[config.mk]
export PLATFORM = sky130hd
export DESIGN_NAME = pe_array_dispatcher
export DESIGN_NICKNAME = d
export VERILOG_FILES = /design/src/rtl/pe_array_dispatcher.sv
export SDC_FILE = /design/constraint.sdc
export NUM_CORES = 1
export LEC_CHECK = 0
export ABC_AREA = 0
export CORE_ASPECT_RATIO = 0.8
export CORE_UTILIZATION = 48
export DETAILED_ROUTE_END_ITERATION = 10
export PLACE_DENSITY = 0.76
export SLEW_MARGIN = 40
export SYNTH_ARGS = -nofsm -noshare
export SYNTH_HDL_FRONTEND = slang
export SYNTH_SLANG_ARGS = --single-unit
[constraint.sdc]
create_clock -name clk -period 2.3 [get_ports clk]
set_clock_uncertainty 0.2 [all_clocks]
set_input_delay 0.23 -clock clk [delete_from_list [all_inputs] [get_ports clk]]
set_output_delay 0.23 -clock clk [all_outputs]
set_load 0.05 [all_outputs]
[src/rtl/pe_array_dispatcher.sv]
// pe_array_dispatcher
// Queues host instructions and issues them one at a time to the PE array,
// either broadcast or to a single PE, holding the array busy for a fixed
// execute window. Host register readbacks are serialised against execution
// through a single pending slot. Instructions always win over readback.
//
// Handshakes: start and rd_req are single-cycle strobes with no ready return.
// start is accepted on any edge where the queue is not full. rd_req lands in the
// pending slot unless a readback is already on the wire. pe_issue, rb_en and
// rd_valid are one-cycle strobes, and their payloads are stable while the
// strobe is high. pe_instr/pe_sel/pe_bcast and data hold until the next update.
module pe_array_dispatcher #(
  parameter int SIZE        = 5,
  parameter int LENGTH      = 32,
  parameter int DATA_W      = 16,
  parameter int REG_AW      = 10,
  parameter int FIFO_DEPTH  = 4,
  parameter int EXEC_CYCLES = 4
) (
  input  logic              clk,
  input  logic              reset,
  input  logic [LENGTH-1:0] instruction,
  input  logic              start,
  input  logic              bcast,
  input  logic [SIZE-1:0]   PE_Addr,
  input  logic [REG_AW-1:0] RegAddr,
  input  logic              rd_req,
  output logic              full,
  output logic              overflow,
  output logic              busy,
  output logic              pe_issue,
  output logic [LENGTH-1:0] pe_instr,
  output logic [SIZE-1:0]   pe_sel,
  output logic              pe_bcast,
  input  logic              pe_stall,
  output logic              rb_en,
  output logic [SIZE-1:0]   rb_pe,
  output logic [REG_AW-1:0] rb_reg,
  input  logic [DATA_W-1:0] rb_data,
  output logic [DATA_W-1:0] data,
  output logic              rd_valid,
  output logic [15:0]       issued_cnt,
  output logic [2:0]        dbg_state
);

  // The opcode sits at instruction[LENGTH-1 -: 6]. It is carried unchanged;
  // only the array decodes it.
  localparam int PTR_W   = (FIFO_DEPTH > 1) ? $clog2(FIFO_DEPTH) : 1;
  localparam int CNT_W   = PTR_W + 1;
  localparam int ENTRY_W = 1 + SIZE + LENGTH;
  localparam int EC_W    = (EXEC_CYCLES > 1) ? $clog2(EXEC_CYCLES) : 1;

  typedef enum logic [2:0] {
    ST_IDLE    = 3'd0,
    ST_ISSUE   = 3'd1,
    ST_EXEC    = 3'd2,
    ST_RB_REQ  = 3'd3,
    ST_RB_WAIT = 3'd4
  } state_t;

  state_t              state_q;
  logic [EC_W-1:0]     exec_cnt_q;

  logic [ENTRY_W-1:0]  fifo_q [FIFO_DEPTH];
  logic [PTR_W-1:0]    wr_ptr_q, rd_ptr_q;
  logic [CNT_W-1:0]    count_q, count_d;
  logic                push, pop, full_w;
  logic [ENTRY_W-1:0]  head_w;

  logic                rb_pend_q;
  logic [SIZE-1:0]     slot_pe_q;
  logic [REG_AW-1:0]   slot_reg_q;
  logic                rd_accept;

  logic                overflow_q, busy_q, pe_issue_q, pe_bcast_q;
  logic [LENGTH-1:0]   pe_instr_q;
  logic [SIZE-1:0]     pe_sel_q;
  logic                rb_en_q, rd_valid_q;
  logic [SIZE-1:0]     rb_pe_q;
  logic [REG_AW-1:0]   rb_reg_q;
  logic [DATA_W-1:0]   data_q;
  logic [15:0]         issued_cnt_q;

  assign full_w    = (count_q == CNT_W'(FIFO_DEPTH));
  assign push      = start && !full_w;
  // ISSUE is only ever entered with a non-empty queue, so the pop is safe.
  assign pop       = (state_q == ST_ISSUE);
  assign head_w    = fifo_q[rd_ptr_q];
  // Once the readback is on the wire the slot is frozen until it completes.
  assign rd_accept = rd_req && (state_q != ST_RB_REQ) && (state_q != ST_RB_WAIT);

  // Queue occupancy next-state: simultaneous push and pop cancel out.
  always_comb begin
    count_d = count_q;
    case ({push, pop})
      2'b10:   count_d = count_q + CNT_W'(1);
      2'b01:   count_d = count_q - CNT_W'(1);
      default: count_d = count_q;
    endcase
  end

  // Queue storage: payload only, pointers carry validity.
  always_ff @(posedge clk) begin
    if (push) fifo_q[wr_ptr_q] <= {bcast, PE_Addr, instruction};
  end

  // Queue pointers, occupancy and the sticky overflow flag.
  always_ff @(posedge clk or negedge reset) begin
    if (!reset) begin
      wr_ptr_q   <= '0;
      rd_ptr_q   <= '0;
      count_q    <= '0;
      overflow_q <= 1'b0;
    end else begin
      if (push) wr_ptr_q <= wr_ptr_q + PTR_W'(1);
      if (pop)  rd_ptr_q <= rd_ptr_q + PTR_W'(1);
      count_q <= count_d;
      if (start && full_w) overflow_q <= 1'b1;
    end
  end

  // Pending readback slot: last accepted request wins, cleared on completion.
  always_ff @(posedge clk or negedge reset) begin
    if (!reset) begin
      rb_pend_q  <= 1'b0;
      slot_pe_q  <= '0;
      slot_reg_q <= '0;
    end else if (state_q == ST_RB_WAIT) begin
      rb_pend_q <= 1'b0;
    end else if (rd_accept) begin
      rb_pend_q  <= 1'b1;
      slot_pe_q  <= PE_Addr;
      slot_reg_q <= RegAddr;
    end
  end

  // Dispatch FSM with registered strobes and held payload outputs.
  always_ff @(posedge clk or negedge reset) begin
    if (!reset) begin
      state_q      <= ST_IDLE;
      exec_cnt_q   <= '0;
      busy_q       <= 1'b0;
      pe_issue_q   <= 1'b0;
      pe_instr_q   <= '0;
      pe_sel_q     <= '0;
      pe_bcast_q   <= 1'b0;
      issued_cnt_q <= '0;
      rb_en_q      <= 1'b0;
      rb_pe_q      <= '0;
      rb_reg_q     <= '0;
      data_q       <= '0;
      rd_valid_q   <= 1'b0;
    end else begin
      pe_issue_q <= 1'b0;
      rb_en_q    <= 1'b0;
      rd_valid_q <= 1'b0;
      busy_q     <= (state_q != ST_IDLE) || (count_q != '0);
      case (state_q)
        ST_IDLE: begin
          if (count_q != '0) begin
            state_q <= ST_ISSUE;
          end else if (rb_pend_q) begin
            // rb_en is high for exactly the RB_REQ cycle; a same-edge
            // overwrite of the slot is honoured.
            state_q  <= ST_RB_REQ;
            rb_en_q  <= 1'b1;
            rb_pe_q  <= rd_accept ? PE_Addr : slot_pe_q;
            rb_reg_q <= rd_accept ? RegAddr : slot_reg_q;
          end
        end
        ST_ISSUE: begin
          pe_issue_q   <= 1'b1;
          pe_instr_q   <= head_w[LENGTH-1:0];
          pe_sel_q     <= head_w[LENGTH+SIZE-1:LENGTH];
          pe_bcast_q   <= head_w[ENTRY_W-1];
          issued_cnt_q <= issued_cnt_q + 16'd1;
          exec_cnt_q   <= EC_W'(EXEC_CYCLES - 1);
          state_q      <= ST_EXEC;
        end
        ST_EXEC: begin
          if (!pe_stall) begin
            if (exec_cnt_q == '0) state_q <= ST_IDLE;
            else                  exec_cnt_q <= exec_cnt_q - EC_W'(1);
          end
        end
        ST_RB_REQ: begin
          state_q <= ST_RB_WAIT;
        end
        ST_RB_WAIT: begin
          data_q     <= rb_data;
          rd_valid_q <= 1'b1;
          state_q    <= ST_IDLE;
        end
        default: state_q <= ST_IDLE;
      endcase
    end
  end

  assign full       = full_w;
  assign overflow   = overflow_q;
  assign busy       = busy_q;
  assign pe_issue   = pe_issue_q;
  assign pe_instr   = pe_instr_q;
  assign pe_sel     = pe_sel_q;
  assign pe_bcast   = pe_bcast_q;
  assign rb_en      = rb_en_q;
  assign rb_pe      = rb_pe_q;
  assign rb_reg     = rb_reg_q;
  assign data       = data_q;
  assign rd_valid   = rd_valid_q;
  assign issued_cnt = issued_cnt_q;
  assign dbg_state  = state_q;

endmodule

# Word-level counts from Yosys, hierarchy flattened
# Memories as Yosys holds them, arrays and structs flattened. A register that Yosys moved wholly into a read port is not among the register bits.
# Index checks and enable logic that the tools add are counted.
# classes
n_reduce_logical,17
n_bitwise,1
muxes,20
n_addsub,6
eq_ne,13
# ops
cell,n
$add 16x1->16 const B,1
$mux 3,4
$pmux 3 s4,1
$mux 10,1
$mux 1,9
$reduce_and 3->1,3
$eq 3x2->1 const B,2
$eq 3x3->1 const B,2
$ne 2x2->1 const B,3
$ne 3x3->1 const B,2
$pmux 3 s2,1
$reduce_bool 2->1,3
$reduce_bool 3->1,2
$mux 5,1
$add 2x1->2 const B,2
$logic_and 1x1->1,4
$mux 2,2
$pmux 2 s2,1
$add 3x1->3 const B,1
$eq 3x1->1 const B,1
$logic_not 3->1,1
$ne 3x2->1 const B,1
$sub 3x1->3 const B,1
$eq 2x1->1 const B,1
other kinds (6),7
# totals
output_inout_bits,94
in_bits,69
regBits,80
n_memories,1
ram_bits,152
wordCells,75
# mem_list
name,words,width,rd,rd_ports_with_merged_regs,wr,line,text
fifo_q,4,38,1,1,1,64,logic [ENTRY_W-1:0] fifo_q [FIFO_DEPTH];

# Depth between registers and ports, before layout
# Gate-level depths: netlist (run 1).
# logic_depth
depth_word,5
mapped_depth,9
mapped_depth_nobuf,8

# Worst setup path before layout (run 1)
# OpenSTA, ideal clock, no wires.
# synth_timing
kind,reg-to-reg
startpoint,reg count_q[0]
endpoint,reg count_q[1]
path_buffers,1
path_slack_ns,-0.912
setup_ns,0.125
arrival_ns,2.888
t_required_ns,1.975
period_less_slack_ns,3.212
stages_incl_launch_ff,8
cell_sequence,dfrtp_1 > nor3b_1 > nor2b_1 > clkbuf_1 > inv_1 > ha_1 > fa_1 > mux2_2
# synth_via
elab_chain_cells,5
elab_cells_between_ends,9
cone_classes,add/sub: 2; eq/ne: 3; mux: 1; reduce/logical: 3
# synth_lines
item,line,text
start: declaration,66,"logic [CNT_W-1:0] count_q, count_d;"
start signal: assignment,117,count_q <= count_d;
$eq 3x3->1 (*),84,assign full_w = (count_q == CNT_W'(FIFO_DEPTH));
via full,28,"output logic full,"
$logic_not 1->1 (*),85,assign push = start && !full_w;
$logic_and 1x1->1 (*),85,
$eq 2x1->1 / $eq 2x2->1 (equally long branches),95,"case ({push, pop})"
$pmux 3 s2 (*),95,
via count_d[1],66,
# The timed path passes the listed nets; every way through them passes the cells marked *.
# A chain may end at the register's enable or synchronous reset.

# Worst setup path after layout (run 1)
# layout_timing
startpoint,reg issued_cnt_q[0] (netlist: issued_cnt[0])
endpoint,out issued_cnt[0]
# layout_lines
item,line,text
start: declaration,82,logic [15:0] issued_cnt_q;
start signal: assignment,176,issued_cnt_q <= issued_cnt_q + 16'd1;
end: declaration,42,"output logic [15:0] issued_cnt,"
# No word-level cell between the ends.

==> report_table.html, run 1 <==
<table>
<tr><th>Metric</th><th>Value</th></tr>
<tr><th colspan="2">Outcome</th></tr>
<tr><td>Run status</td><td>completed</td></tr>
<tr><th colspan="2">Routing</th></tr>
<tr><td>Total number of vias</td><td>5675</td></tr>
<tr><td>Routed Antenna Nets</td><td>0</td></tr>
<tr><td>Initial DRC Count</td><td>443</td></tr>
<tr><td>Average wire per standard cell</td><td>19.47 um</td></tr>
<tr><td>TritonRoute pass-1 iters</td><td>4</td></tr>
<tr><td>Post-route DRC violation count</td><td>0</td></tr>
<tr><td>Total Routed Length</td><td>20870 um</td></tr>
<tr><td>Ratio of routed vias to standard cells</td><td>5.294</td></tr>
<tr><th colspan="2">Clock network</th></tr>
<tr><td>Clock buffer depth</td><td>3</td></tr>
<tr><td>Clock sinks</td><td>270</td></tr>
<tr><td>Total number of H-tree levels</td><td>1</td></tr>
<tr><td>Clock buffers created by TritonCTS</td><td>26</td></tr>
<tr><td>Clk Latency, worst-skew pair</td><td>0.52 ns</td></tr>
<tr><td>Cell at the root of the clock tree</td><td>clkbuf_16</td></tr>
<tr><td>TritonCTS clock tree</td><td>yes</td></tr>
<tr><td>Clock transition at the registers of the reported paths</td><td>0.06 ns</td></tr>
<tr><th colspan="2">Synth</th></tr>
<tr><td>Mean instance size in the synthesized netlist</td><td>17.23 sq um</td></tr>
<tr><td>Most frequently used flop master after synthesis</td><td>edfxtp_1</td></tr>
<tr><td>Gate Count Post-Synth</td><td>590</td></tr>
<tr><td>Syn_nets</td><td>667</td></tr>
<tr><td>Share of synthesized registers carrying an async set or reset</td><td>43.70%</td></tr>
<tr><td>Ys Warns</td><td>0</td></tr>
<tr><td>Post-Synthesis Cell Area</td><td>10170 sq um</td></tr>
<tr><td>Netlist cell types</td><td>37</td></tr>
<tr><td>Seq/Total Area, Yosys</td><td>73.94%</td></tr>
<tr><td>Number of enable flip-flop cells after synthesis</td><td>152</td></tr>
<tr><td>FF+latch count, synth</td><td>270</td></tr>
<tr><th colspan="2">Cells and area</th></tr>
<tr><td>Finished layout cell area</td><td>13190 sq um</td></tr>
<tr><td>Diodes inserted</td><td>0</td></tr>
<tr><td>Fill cell instance count of the final layout</td><td>1458</td></tr>
<tr><td>Util after Layout</td><td>63.74%</td></tr>
<tr><td>Signed area change from the synthesized netlist to the final layout</td><td>29.77%</td></tr>
<tr><td>Share of cells above drive strength 1</td><td>21.05%</td></tr>
<tr><td>Final nets</td><td>860</td></tr>
<tr><td>Flip-flop count of the largest register, all copies and words added</td><td>152</td></tr>
<tr><td>Largest Register</td><td>fifo_q</td></tr>
<tr><th colspan="2">Floorplanning</th></tr>
<tr><td>Effective utilization at floorplan</td><td>49.12%</td></tr>
<tr><td>Area of the core</td><td>20700 sq um</td></tr>
<tr><td>Height of the die</td><td>132.2 um</td></tr>
<tr><td>Die area</td><td>21770 sq um</td></tr>
<tr><td>Number of top-level pins</td><td>163</td></tr>
<tr><td>Die W</td><td>164.7 um</td></tr>
<tr><td>Total number of placement rows</td><td>47</td></tr>
<tr><th colspan="2">Timing</th></tr>
<tr><td>Total setup violations reported at the end of the flow</td><td>0</td></tr>
<tr><td>Max Fclk</td><td>0.4468 GHz</td></tr>
<tr><td>Final worst path period need</td><td>2.238 ns</td></tr>
<tr><td>Final setup slack of the worst path</td><td>0.06180 ns</td></tr>
<tr><td>Final hold violation count</td><td>0</td></tr>
<tr><td>Max Slew Vio Count</td><td>0</td></tr>
<tr><td>Pin slew with the least headroom to its limit</td><td>0.5907 ns</td></tr>
<tr><td>Setup total negative slack</td><td>0 ns</td></tr>
<tr><td>Setup repair after global routing missed its margin</td><td>no</td></tr>
<tr><td>Headroom to the max-slew limit</td><td>60.62%</td></tr>
<tr><td>Final cycle utilization of the critical path</td><td>97.31%</td></tr>
<tr><th colspan="2">Setup path</th></tr>
<tr><td>Critical path start-end classification</td><td>flip-flop to primary output</td></tr>
<tr><td>Worst-case register-to-register setup slack</td><td>0.08 ns</td></tr>
<tr><td>Ordered cell list for the critical path</td><td>clkdlybuf4s50_1</td></tr>
<tr><td>Number of cell instances on the worst register-to-register path</td><td>5</td></tr>
<tr><td>Worst reg2reg path endpoint</td><td>count_q[1]$_DFFE_PN0P_</td></tr>
<tr><td>Critical register-to-register path startpoint</td><td>dbg_state[2]$_DFFE_PN0P_</td></tr>
<tr><td>Crit. Startpoint</td><td>issued_cnt[0]$_DFFE_PN0P_</td></tr>
<tr><td>Cell class contributing the biggest share of worst-path delay</td><td>buffers and inverters</td></tr>
<tr><td>Peak fanout along the critical path</td><td>5</td></tr>
<tr><td>Slowest cell on the critical path</td><td>clkdlybuf4s50_1</td></tr>
<tr><td>Element type at the critical path start</td><td>flip-flop</td></tr>
<tr><td>Data required time of the worst path</td><td>1.87 ns</td></tr>
<tr><td>Number of stages on the worst setup path</td><td>1</td></tr>
<tr><td>Crit end category</td><td>primary output</td></tr>
<tr><td>Destination of the critical timing path</td><td>issued_cnt[0]</td></tr>
<tr><td>Critical path data arrival time</td><td>1.81 ns</td></tr>
<tr><td>Slowest stage delay, CP</td><td>0.85 ns</td></tr>
<tr><td>Number of buffers and inverters on the critical path</td><td>1</td></tr>
<tr><th colspan="2">Worst hold path</th></tr>
<tr><td>Hold/Removal Path Class</td><td>primary input to asynchronous set/reset pin</td></tr>
<tr><th colspan="2">GRT</th></tr>
<tr><td>Global Route Usage Sum</td><td>20.05%</td></tr>
<tr><td>Antenna violations before repair</td><td>0</td></tr>
<tr><td>First-pass GRT wire length</td><td>33330 um</td></tr>
<tr><td>Number of global-route vias before repair</td><td>6178</td></tr>
<tr><td>Maximum number of pins on one net before global-route repair</td><td>50</td></tr>
<tr><td>Sum of overflow across all layers after global routing</td><td>0</td></tr>
<tr><th colspan="2">Power</th></tr>
<tr><td>Worst vdd rail ir drop</td><td>0.0007477 V</td></tr>
<tr><td>Total power of the final layout</td><td>19.32 mW</td></tr>
<tr><td>Power Density</td><td>1464 nW/um^2</td></tr>
<tr><td>Reported leakage power</td><td>5.162 nW</td></tr>
<tr><th colspan="2">Flow run</th></tr>
<tr><td>Number of maximum-capacitance constraint violations</td><td>0</td></tr>
<tr><th colspan="2">Placement</th></tr>
<tr><td>Port bufs</td><td>162</td></tr>
<tr><td>Pre-CTS worst setup slack</td><td>0.01744 ns</td></tr>
<tr><td>Cell area reported after detailed placement</td><td>12340 sq um</td></tr>
<tr><td>Routability congestion estimate</td><td>0.7980</td></tr>
<tr><td>Post-DP HPWL</td><td>13450 um</td></tr>
</table>
## layout make-up
type	count	area (sq um)	area share, %
repair buffers	188	1936	14.67
clock buffers	33	718.2	5.443
inverters	9	38.79	0.2940
flip-flops and latches	270	7526	57.04
well taps	269	336.6	2.551
clock inverters	15	111.4	0.8440
multi-input cells	288	2527	19.16
## layout by cell type, fill, tap and decap left out, types with 2 or more instances in the layout
| master | instances |
|---|---|
| nand3_1 | 4 |
| clkinv_2 | 4 |
| dfrtp_1 | 113 |
| xnor2_1 | 19 |
| nand2b_1 | 3 |
| and4_1 | 2 |
| inv_1 | 8 |
| xor2_1 | 2 |
| mux2_4 | 9 |
| edfxtp_1 | 152 |
| clkbuf_1 | 4 |
| dfrtp_2 | 4 |
| buf_4 | 18 |
| buf_12 | 9 |
| clkdlybuf4s50_1 | 155 |
| dlymetal6s2s_1 | 4 |
| mux2_2 | 38 |
| nand4_1 | 7 |
| o21ai_0 | 3 |
| a21o_1 | 2 |
| clkinv_4 | 2 |
| and2_2 | 4 |
| nor2_1 | 4 |
| clkbuf_16 | 27 |
| clkbuf_8 | 2 |
| nand3b_1 | 2 |
| nor3_1 | 2 |
| ha_1 | 6 |
| a21oi_1 | 3 |
| clkinv_1 | 5 |
| clkinvlp_4 | 3 |
| nand2_1 | 125 |
| mux4_2 | 38 |
## how the worst min path moves through the flow
stage / to / slack, ns / from
floorplan: busy$_DFF_PN0_ / -0.27 / reset
global route: pe_instr[9]$_DFFE_PN0P_ / 0.06 / reset
global placement: issued_cnt[7]$_DFFE_PN0P_ / 0.01 / reset
detailed placement: issued_cnt[7]$_DFFE_PN0P_ / 0.03 / reset
CTS: pe_instr[8]$_DFFE_PN0P_ / 0.02 / reset
finish: issued_cnt[14]$_DFFE_PN0P_ / 0.03 / reset
## layer usage
layer,GRT usage [%],up-vias,wire length [um]
met1,27.29,2926,8763
met5,0,-,0
li1,-,2526,-
met4,6.932,0,620
met3,3.051,46,988
met2,33.08,177,10500
## logic make-up (layout without fill, tap and decap cells)
kind of cell	Yosys count	count (layout)	share of synthesized area, %
flip-flops	270	270	73.94
AND/OR/NAND/NOR	163	163	7.051
multiplexers	85	85	13.96
buffers and inverters	32	245	1.489
XOR/XNOR	21	21	1.809
AO/OA/AOI/OAI	11	11	0.7014
adder cells (fa/ha/maj)	8	8	1.058
## cell usage after synthesis (all sizes together), types with 4 or more instances
cell / number / area [sq um]
edfxtp: 152 / 4564
nand2: 125 / 469.2
dfrtp: 118 / 2953
mux2: 47 / 563.0
mux4: 38 / 855.8
xnor2: 19 / 166.4
buf: 13 / 78.82
clkbuf: 10 / 37.54
inv: 8 / 30.03
ha: 7 / 87.58
nand4: 7 / 43.79
nor2: 6 / 27.52
and2: 5 / 31.28
nand3: 4 / 20.02
## what timing repair did
item | 4_1_cts | 5_1_grt
hold buffers | 1 | 0
gates resized for setup | 1 | 5
endpoints found under the hold margin | 118 | 0
setup endpoints to repair | 1 | 8
setup buffers | 0 | 0
## where the power goes
part | switching, mW | leakage [nW] | total (mW) | internal, mW
Clock | 1.75 | 0.400 | 4.08 | 2.33
Combinational | 4.79 | 1.92 | 7.90 | 3.11
Sequential | 0.718 | 2.84 | 7.34 | 6.62
## stage by stage
step	hold WS (ns)	cells
after floorplan	-0.2656	590
after global placement	0.01472	1023
after detailed placement	0.03052	1023
after CTS	0.01922	1072
after global routing	0.05930	1072
final	0.03015	1072
Power figures use the tool's default switching activity.
==> inputs of run 2 (changes only) <==
--- a/config.mk
+++ b/config.mk
@@ -11,5 +11,6 @@
 export DETAILED_ROUTE_END_ITERATION = 10
 export PLACE_DENSITY = 0.76
-export SLEW_MARGIN = 40
+export REMOVE_ABC_BUFFERS = 1
+export SLEW_MARGIN = 30
 export SYNTH_ARGS = -nofsm -noshare
 export SYNTH_HDL_FRONTEND = slang
==> constraint.sdc (replaced) <==
create_clock -name clk -period 2.3 [get_ports clk]
set_clock_uncertainty 0.2 [all_clocks]
set_input_delay 0.23 -clock clk [delete_from_list [all_inputs] [get_ports clk]]
set_output_delay 0.23 -clock clk [all_outputs]
set_load 0.1 [all_outputs]
==> run 2 against run 1 <==
Effect of this change:
- clock-buffer cell count rose by 5
- global-route usage fell by 0.74 points
- non-clock buffer count fell by 1
- design area fell by 1.9%
- critical path depth rose by 4
- maximum frequency rose by 1.3%
==> report_table.html, run 2 (same netlist as run 1, synthesis figures left out) <==
<table>
<tr><th>Metric</th><th>Value</th></tr>
<tr><th colspan="2">Cells and area</th></tr>
<tr><td>Fill cell instance count of the final layout</td><td>1535 (was 1458)</td></tr>
<tr><td>Signed area change from the synthesized netlist to the final layout</td><td>27.36% (was 29.77%)</td></tr>
<tr><td>Share of cells above drive strength 1</td><td>31.26% (was 21.05%)</td></tr>
<tr><td>Most common cell after layout, fill and taps aside</td><td>edfxtp_1 (was clkdlybuf4s50_1)</td></tr>
<tr><td>Most frequent cells in the layout</td><td>edfxtp_1, nand2_1, dfrtp_1 (was clkdlybuf4s50_1, edfxtp_1, nand2_1)</td></tr>
<tr><td>Final nets</td><td>860 (unchanged)</td></tr>
<tr><td>Largest Register</td><td>fifo_q (unchanged)</td></tr>
<tr><td>Diodes inserted</td><td>0 (unchanged)</td></tr>
<tr><td>Flip-flop count of the largest register, all copies and words added</td><td>152 (unchanged)</td></tr>
<tr><th colspan="2">Routing</th></tr>
<tr><td>Initial DRC Count</td><td>496 (was 443)</td></tr>
<tr><td>Total Routed Length</td><td>20060 um (was 20870 um)</td></tr>
<tr><td>TritonRoute pass-1 iters</td><td>4 (unchanged)</td></tr>
<tr><td>Average wire per standard cell</td><td>18.71 um (was 19.47 um)</td></tr>
<tr><td>Post-route DRC violation count</td><td>0 (unchanged)</td></tr>
<tr><td>Ratio of routed vias to standard cells</td><td>5.219 (was 5.294)</td></tr>
<tr><td>Routed Antenna Nets</td><td>0 (unchanged)</td></tr>
<tr><td>Total number of vias</td><td>5595 (was 5675)</td></tr>
<tr><th colspan="2">Placement</th></tr>
<tr><td>Routability congestion estimate</td><td>0.7746 (was 0.7980)</td></tr>
<tr><td>Pre-CTS worst setup slack</td><td>0.0001659 ns (was 0.01744 ns)</td></tr>
<tr><td>Post-DP HPWL</td><td>13000 um (was 13450 um)</td></tr>
<tr><td>Port bufs</td><td>162 (unchanged)</td></tr>
<tr><th colspan="2">Outcome</th></tr>
<tr><td>Run status</td><td>completed (unchanged)</td></tr>
<tr><th colspan="2">Clock network</th></tr>
<tr><td>Clock buffers created by TritonCTS</td><td>27 (was 26)</td></tr>
<tr><td>CTS-repair resized insts</td><td>0 (was 1)</td></tr>
<tr><td>Total number of H-tree levels</td><td>1 (unchanged)</td></tr>
<tr><td>Clk Latency, worst-skew pair</td><td>0.52 ns (about the same)</td></tr>
<tr><td>TritonCTS clock tree</td><td>yes (unchanged)</td></tr>
<tr><td>Cell at the root of the clock tree</td><td>clkbuf_16 (unchanged)</td></tr>
<tr><td>Clock sinks</td><td>270 (unchanged)</td></tr>
<tr><td>Clock buffer depth</td><td>3 (unchanged)</td></tr>
<tr><td>Clock transition at the registers of the reported paths</td><td>0.06 ns (about the same)</td></tr>
<tr><td>Buffers inserted by post-CTS timing repair</td><td>0 (unchanged)</td></tr>
<tr><th colspan="2">Timing</th></tr>
<tr><td>Max Slew Vio Count</td><td>0 (unchanged)</td></tr>
<tr><td>Final hold violation count</td><td>0 (unchanged)</td></tr>
<tr><td>Setup repair after global routing missed its margin</td><td>no (unchanged)</td></tr>
<tr><td>Max Fclk</td><td>0.4525 GHz (was 0.4468 GHz)</td></tr>
<tr><td>Total setup violations reported at the end of the flow</td><td>0 (unchanged)</td></tr>
<tr><td>Final cycle utilization of the critical path</td><td>96.09% (was 97.31%)</td></tr>
<tr><td>Final setup slack of the worst path</td><td>0.08982 ns (was 0.06180 ns)</td></tr>
<tr><td>Setup total negative slack</td><td>0 ns (unchanged)</td></tr>
<tr><td>Headroom to the max-slew limit</td><td>62.67% (was 60.62%)</td></tr>
<tr><td>Pin slew with the least headroom to its limit</td><td>0.5600 ns (was 0.5907 ns)</td></tr>
<tr><td>Final worst path period need</td><td>2.210 ns (was 2.238 ns)</td></tr>
<tr><th colspan="2">Setup path</th></tr>
<tr><td>Number of buffers and inverters on the critical path</td><td>1 (unchanged)</td></tr>
<tr><td>Slowest stage delay, CP</td><td>0.51 ns (was 0.85 ns)</td></tr>
<tr><td>Element type at the critical path start</td><td>flip-flop (unchanged)</td></tr>
<tr><td>Critical path start-end classification</td><td>flip-flop to flip-flop (was flip-flop to primary output)</td></tr>
<tr><td>Slowest cell on the critical path</td><td>or3b_2 (was clkdlybuf4s50_1)</td></tr>
<tr><td>Cell class contributing the biggest share of worst-path delay</td><td>simple AND/OR/NAND/NOR gates (was buffers and inverters)</td></tr>
<tr><td>Data required time of the worst path</td><td>2.55 ns (was 1.87 ns)</td></tr>
<tr><td>Critical path data arrival time</td><td>2.46 ns (was 1.81 ns)</td></tr>
<tr><td>Peak fanout along the critical path</td><td>45 (was 5)</td></tr>
<tr><td>Crit end category</td><td>flip-flop (was primary output)</td></tr>
<tr><td>Ordered cell list for the critical path</td><td>or3b_2, buf_4, nor2_2, and4_1, xor2_1 (was clkdlybuf4s50_1)</td></tr>
<tr><th colspan="2">Floorplanning</th></tr>
<tr><td>Number of top-level pins</td><td>163 (unchanged)</td></tr>
<tr><td>Die area</td><td>21770 sq um (unchanged)</td></tr>
<tr><td>Effective utilization at floorplan</td><td>49.12% (unchanged)</td></tr>
<tr><td>Area of the core</td><td>20700 sq um (unchanged)</td></tr>
<tr><td>Height of the die</td><td>132.2 um (unchanged)</td></tr>
<tr><td>Die W</td><td>164.7 um (unchanged)</td></tr>
<tr><td>Total number of placement rows</td><td>47 (unchanged)</td></tr>
<tr><th colspan="2">GRT</th></tr>
<tr><td>Maximum number of pins on one net before global-route repair</td><td>46 (was 50)</td></tr>
<tr><td>First-pass GRT wire length</td><td>32520 um (was 33330 um)</td></tr>
<tr><td>Sum of overflow across all layers after global routing</td><td>0 (unchanged)</td></tr>
<tr><td>Number of global-route vias before repair</td><td>6040 (was 6178)</td></tr>
<tr><td>Global Route Usage Sum</td><td>19.31% (was 20.05%)</td></tr>
<tr><td>Antenna violations before repair</td><td>0 (unchanged)</td></tr>
<tr><th colspan="2">Flow run</th></tr>
<tr><td>Number of maximum-capacitance constraint violations</td><td>0 (unchanged)</td></tr>
<tr><th colspan="2">Worst hold path</th></tr>
<tr><td>Hold/Removal Path Class</td><td>primary input to asynchronous set/reset pin (unchanged)</td></tr>
</table>
[run 2: changes by cell type in the layout (fill, tap and decap cells not counted), sizes merged, moves of 2 or more]
cell,delta
buf,+92
clkdlybuf4s50,-88
clkbuf,+5
dlymetal6s2s,-4
clkinvlp,-3
bufinv,+2
clkinv,-2
[run 2: worst reg2reg max path: stages (launching register included)]
cell and delay [ns]:
dfrtp_1 0.38, or3b_2 0.51, buf_4 0.32, nor2_2 0.32
and4_1 0.26, xor2_1 0.14
[run 2: timing repair]
item	4_1_cts	5_1_grt
hold endpoints to repair	118	0
endpoints found under the setup margin	0	0
hold buffers	1	0
[run 2: through the flow]
stage	utilization [%]	hold slack, ns	std cells	instance area [sq um]
2_1_floorplan	-	-0.2656	567	10050
3_3_place_gp	58.35	0.04379	1022	12080
3_5_place_dp	58.35	0.05625	1022	12080
4_1_cts	62.55	0.06749	1072	12950
5_1_grt	62.55	0.09169	1072	12950
6_report	62.55	0.05850	1072	12950
[run 2: final timing paths]
kind                                           from                   endpoint  slack, ns  cells past startpoint
max                        dbg_state[2]$_DFFE_PN0P_  issued_cnt[7]$_DFFE_PN0P_       0.09                      5
max in group asynchronous                     reset  issued_cnt[8]$_DFFE_PN0P_       1.16                      3
min                                           reset        data[5]$_DFFE_PN0P_       0.06                      2
min reg2reg                 pe_instr[5]$_DFFE_PN0P_    pe_instr[5]$_DFFE_PN0P_       0.27                      2
min in group clk                        rb_data[10]       data[10]$_DFFE_PN0P_       0.12                      2
max reg2reg                dbg_state[2]$_DFFE_PN0P_  issued_cnt[7]$_DFFE_PN0P_       0.09                      5
[run 2: area by class of cell]
| class | instances | area [sq um] | share of cell area [%] |
|---|---|---|---|
| Clock buffer | 38 | 737.0 | 5.691 |
| Clock inverter | 11 | 122.6 | 0.9470 |
| Inverter | 9 | 35.03 | 0.2706 |
| Multi-Input combinational cell | 288 | 2509 | 19.37 |
| Sequential cell | 270 | 7522 | 58.09 |
| Tap cell | 269 | 336.6 | 2.599 |
| Timing Repair Buffer | 187 | 1687 | 13.03 |
[run 2: routing by layer]
layer | up-vias | global-route usage [%] | share of wire, %
met1 | 2889 | 26.27 | 42
li1 | 2532 | - | -
met5 | - | 0 | 0
met2 | 140 | 32.52 | 51
met4 | 0 | 4.485 | 1.8
met3 | 34 | 3.397 | 5.0
Power of run 2 is not shown: default switching activity piles up to over one toggle a cycle in this logic, so the estimate is an artifact.
==> inputs of run 3 (changes only) <==
- CORE_UTILIZATION: 48 -> 46
- PLACE_DENSITY: 0.76 -> 0.73
- RECOVER_POWER: default -> 50
==> run 3 against run 2 <==
Effect of this change:
- flip-flop and latch count unchanged
- sequential share of layout area is essentially flat
- critical path depth unchanged
- highest routed layer unchanged
==> report_table.html, run 3 (same netlist as run 1, synthesis figures left out) <==
<table>
<tr><th>Metric</th><th>Value</th></tr>
<tr><th colspan="2">Clock network</th></tr>
<tr><td>Total number of H-tree levels</td><td>1 (unchanged)</td></tr>
<tr><td>Clock sinks</td><td>270 (unchanged)</td></tr>
<tr><td>TritonCTS clock tree</td><td>yes (unchanged)</td></tr>
<tr><td>Clock transition at the registers of the reported paths</td><td>0.06 ns (about the same)</td></tr>
<tr><td>Cell at the root of the clock tree</td><td>clkbuf_16 (unchanged)</td></tr>
<tr><td>Clock buffer depth</td><td>3 (unchanged)</td></tr>
<tr><td>Clock buffers created by TritonCTS</td><td>28 (was 27)</td></tr>
<tr><td>Clk Latency, worst-skew pair</td><td>0.53 ns (was 0.52 ns)</td></tr>
<tr><th colspan="2">Timing</th></tr>
<tr><td>Headroom to the max-slew limit</td><td>7.459% (was 62.67%)</td></tr>
<tr><td>Final worst path period need</td><td>2.176 ns (was 2.210 ns)</td></tr>
<tr><td>Setup repair after global routing missed its margin</td><td>no (unchanged)</td></tr>
<tr><td>Setup total negative slack</td><td>0 ns (unchanged)</td></tr>
<tr><td>Final hold violation count</td><td>0 (unchanged)</td></tr>
<tr><td>Max Fclk</td><td>0.4596 GHz (was 0.4525 GHz)</td></tr>
<tr><td>Worst Hold Margin</td><td>0.1160 ns (was 0.05850 ns)</td></tr>
<tr><td>Total setup violations reported at the end of the flow</td><td>0 (unchanged)</td></tr>
<tr><td>Final setup slack of the worst path</td><td>0.1240 ns (was 0.08982 ns)</td></tr>
<tr><td>Max Slew Vio Count</td><td>0 (unchanged)</td></tr>
<tr><td>Final cycle utilization of the critical path</td><td>94.61% (was 96.09%)</td></tr>
<tr><td>Pin slew with the least headroom to its limit</td><td>1.388 ns (was 0.5600 ns)</td></tr>
<tr><th colspan="2">Floorplanning</th></tr>
<tr><td>Number of top-level pins</td><td>163 (unchanged)</td></tr>
<tr><td>Effective utilization at floorplan</td><td>47.03% (was 49.12%)</td></tr>
<tr><td>Die area</td><td>22700 sq um (was 21770 sq um)</td></tr>
<tr><td>Total number of placement rows</td><td>48 (was 47)</td></tr>
<tr><td>Die W</td><td>168.2 um (was 164.7 um)</td></tr>
<tr><td>Height of the die</td><td>135.0 um (was 132.2 um)</td></tr>
<tr><td>Area of the core</td><td>21620 sq um (was 20700 sq um)</td></tr>
<tr><th colspan="2">Routing</th></tr>
<tr><td>Total number of vias</td><td>5559 (was 5595)</td></tr>
<tr><td>TritonRoute pass-1 iters</td><td>4 (unchanged)</td></tr>
<tr><td>Post-route DRC violation count</td><td>0 (unchanged)</td></tr>
<tr><td>Initial DRC Count</td><td>256 (was 496)</td></tr>
<tr><td>Average wire per standard cell</td><td>17.97 um (was 18.71 um)</td></tr>
<tr><td>Total Routed Length</td><td>19500 um (was 20060 um)</td></tr>
<tr><td>Ratio of routed vias to standard cells</td><td>5.124 (was 5.219)</td></tr>
<tr><td>Routed Antenna Nets</td><td>0 (unchanged)</td></tr>
<tr><th colspan="2">Cells and area</th></tr>
<tr><td>Final nets</td><td>864 (was 860)</td></tr>
<tr><td>Flip-flop count of the largest register, all copies and words added</td><td>152 (unchanged)</td></tr>
<tr><td>Most frequent cells in the layout</td><td>edfxtp_1, nand2_1, dfrtp_1 (unchanged)</td></tr>
<tr><td>Share of cells above drive strength 1</td><td>31.89% (was 31.26%)</td></tr>
<tr><td>Fill cell instance count of the final layout</td><td>1644 (was 1535)</td></tr>
<tr><td>Sequential standard cell area</td><td>7522 sq um (unchanged)</td></tr>
<tr><td>Largest Register</td><td>fifo_q (unchanged)</td></tr>
<tr><td>Most common cell after layout, fill and taps aside</td><td>edfxtp_1 (unchanged)</td></tr>
<tr><td>Final standard cell count with taps included and fillers excluded</td><td>1085 (was 1072)</td></tr>
<tr><td>Area of combinational cells with multiple inputs</td><td>2514 sq um (was 2509 sq um)</td></tr>
<tr><td>Signed area change from the synthesized netlist to the final layout</td><td>27.27% (was 27.36%)</td></tr>
<tr><th colspan="2">Flow run</th></tr>
<tr><td>Number of maximum-capacitance constraint violations</td><td>0 (unchanged)</td></tr>
<tr><th colspan="2">Worst hold path</th></tr>
<tr><td>Hold/Removal Path Class</td><td>primary input to flip-flop (was primary input to asynchronous set/reset pin)</td></tr>
<tr><th colspan="2">Setup path</th></tr>
<tr><td>Crit end category</td><td>flip-flop (unchanged)</td></tr>
<tr><td>Number of cell instances on the worst register-to-register path</td><td>5 (unchanged)</td></tr>
<tr><td>Peak fanout along the critical path</td><td>2 (was 45)</td></tr>
<tr><td>Element type at the critical path start</td><td>flip-flop (unchanged)</td></tr>
<tr><td>Critical path start-end classification</td><td>flip-flop to flip-flop (unchanged)</td></tr>
<tr><td>Crit. Startpoint</td><td>dbg_state[2]$_DFFE_PN0P_ (unchanged)</td></tr>
<tr><td>Data required time of the worst path</td><td>2.51 ns (was 2.55 ns)</td></tr>
<tr><td>Worst reg2reg path endpoint</td><td>count_q[1]$_DFFE_PN0P_ (was issued_cnt[7]$_DFFE_PN0P_)</td></tr>
<tr><td>Critical path data arrival time</td><td>2.39 ns (was 2.46 ns)</td></tr>
<tr><td>Destination of the critical timing path</td><td>count_q[1]$_DFFE_PN0P_ (was issued_cnt[7]$_DFFE_PN0P_)</td></tr>
<tr><td>Worst-case register-to-register setup slack</td><td>0.12 ns (was 0.09 ns)</td></tr>
<tr><td>Critical register-to-register path startpoint</td><td>dbg_state[2]$_DFFE_PN0P_ (unchanged)</td></tr>
<tr><th colspan="2">GRT</th></tr>
<tr><td>First-pass GRT wire length</td><td>30740 um (was 32520 um)</td></tr>
<tr><td>Maximum number of pins on one net before global-route repair</td><td>51 (was 46)</td></tr>
<tr><td>Antenna violations before repair</td><td>1 (was 0)</td></tr>
<tr><td>Global Route Usage Sum</td><td>17.44% (was 19.31%)</td></tr>
<tr><td>Number of global-route vias before repair</td><td>5777 (was 6040)</td></tr>
<tr><td>Sum of overflow across all layers after global routing</td><td>0 (unchanged)</td></tr>
<tr><th colspan="2">Placement</th></tr>
<tr><td>Post-DP HPWL</td><td>12640 um (was 13000 um)</td></tr>
<tr><td>Cell count after placement</td><td>1030 (was 1022)</td></tr>
<tr><td>Pre-CTS worst setup slack</td><td>-0.001645 ns (was 0.0001659 ns)</td></tr>
<tr><td>Routability congestion estimate</td><td>0.7387 (was 0.7746)</td></tr>
<tr><td>Port bufs</td><td>162 (unchanged)</td></tr>
<tr><th colspan="2">Outcome</th></tr>
<tr><td>Run status</td><td>completed (unchanged)</td></tr>
</table>
## run 3: worst min-delay path by stage
| stage | endpoint | from | slack (ns) | cells after the start |
|---|---|---|---|---|
| floorplan | busy$_DFF_PN0_ | reset | -0.27 | 0 |
| global placement | pe_instr[15]$_DFFE_PN0P_ | reset | -0.02 | 1 |
| detailed placement | pe_instr[5]$_DFFE_PN0P_ | reset | -0.01 | 1 |
| CTS | issued_cnt[6]$_DFFE_PN0P_ | reset | 0.07 | 3 |
| global route | data[0]$_DFFE_PN0P_ | rb_data[0] | 0.11 | 2 |
| finish | data[9]$_DFFE_PN0P_ | rb_data[9] | 0.12 | 2 |
## run 3: final cells by class
type / instances / area share [%]
flip-flops and latches: 270 / 58.13
clock inverters: 18 / 1.131
clock buffers: 34 / 5.831
well taps: 275 / 2.659
multi-input cells: 288 / 19.43
inverters: 9 / 0.2707
repair buffers: 190 / 12.53
diodes: 1 / 0.01934
## run 3: what timing repair did
| item | 4_1_cts | 5_1_grt |
|---|---|---|
| endpoints found under the setup margin | 0 | 1 |
| hold buffers | 2 | 0 |
| buffers inserted | 0 | 0 |
| hold endpoints to repair | 118 | 0 |
| resized for setup | 0 | 1 |
## run 3: per-layer routing
metal	vias up	share of wire, %	global-route usage, %
met3	27	5.4	3.751
met2	145	50	29.44
met5	-	0	0
li1	2548	-	-
met1	2839	43	23.33
met4	0	1.7	4.141
## run 3: per-stage QoR
step	instance area [sq um]	util, %
final	12940	59.85
after global routing	12940	59.84
after CTS	13080	60.51
after detailed placement	12150	56.20
after global placement	12150	56.20
after floorplan	10050	-
## run 3: worst max-delay path, stage by stage (launching register included)
cell,delay (ns)
dfrtp_1,0.38
or3b_2,0.53
clkinv_2,0.10
ha_1,0.19
fa_1,0.41
mux2_2,0.27
Power of run 3 is left out for the same reason.
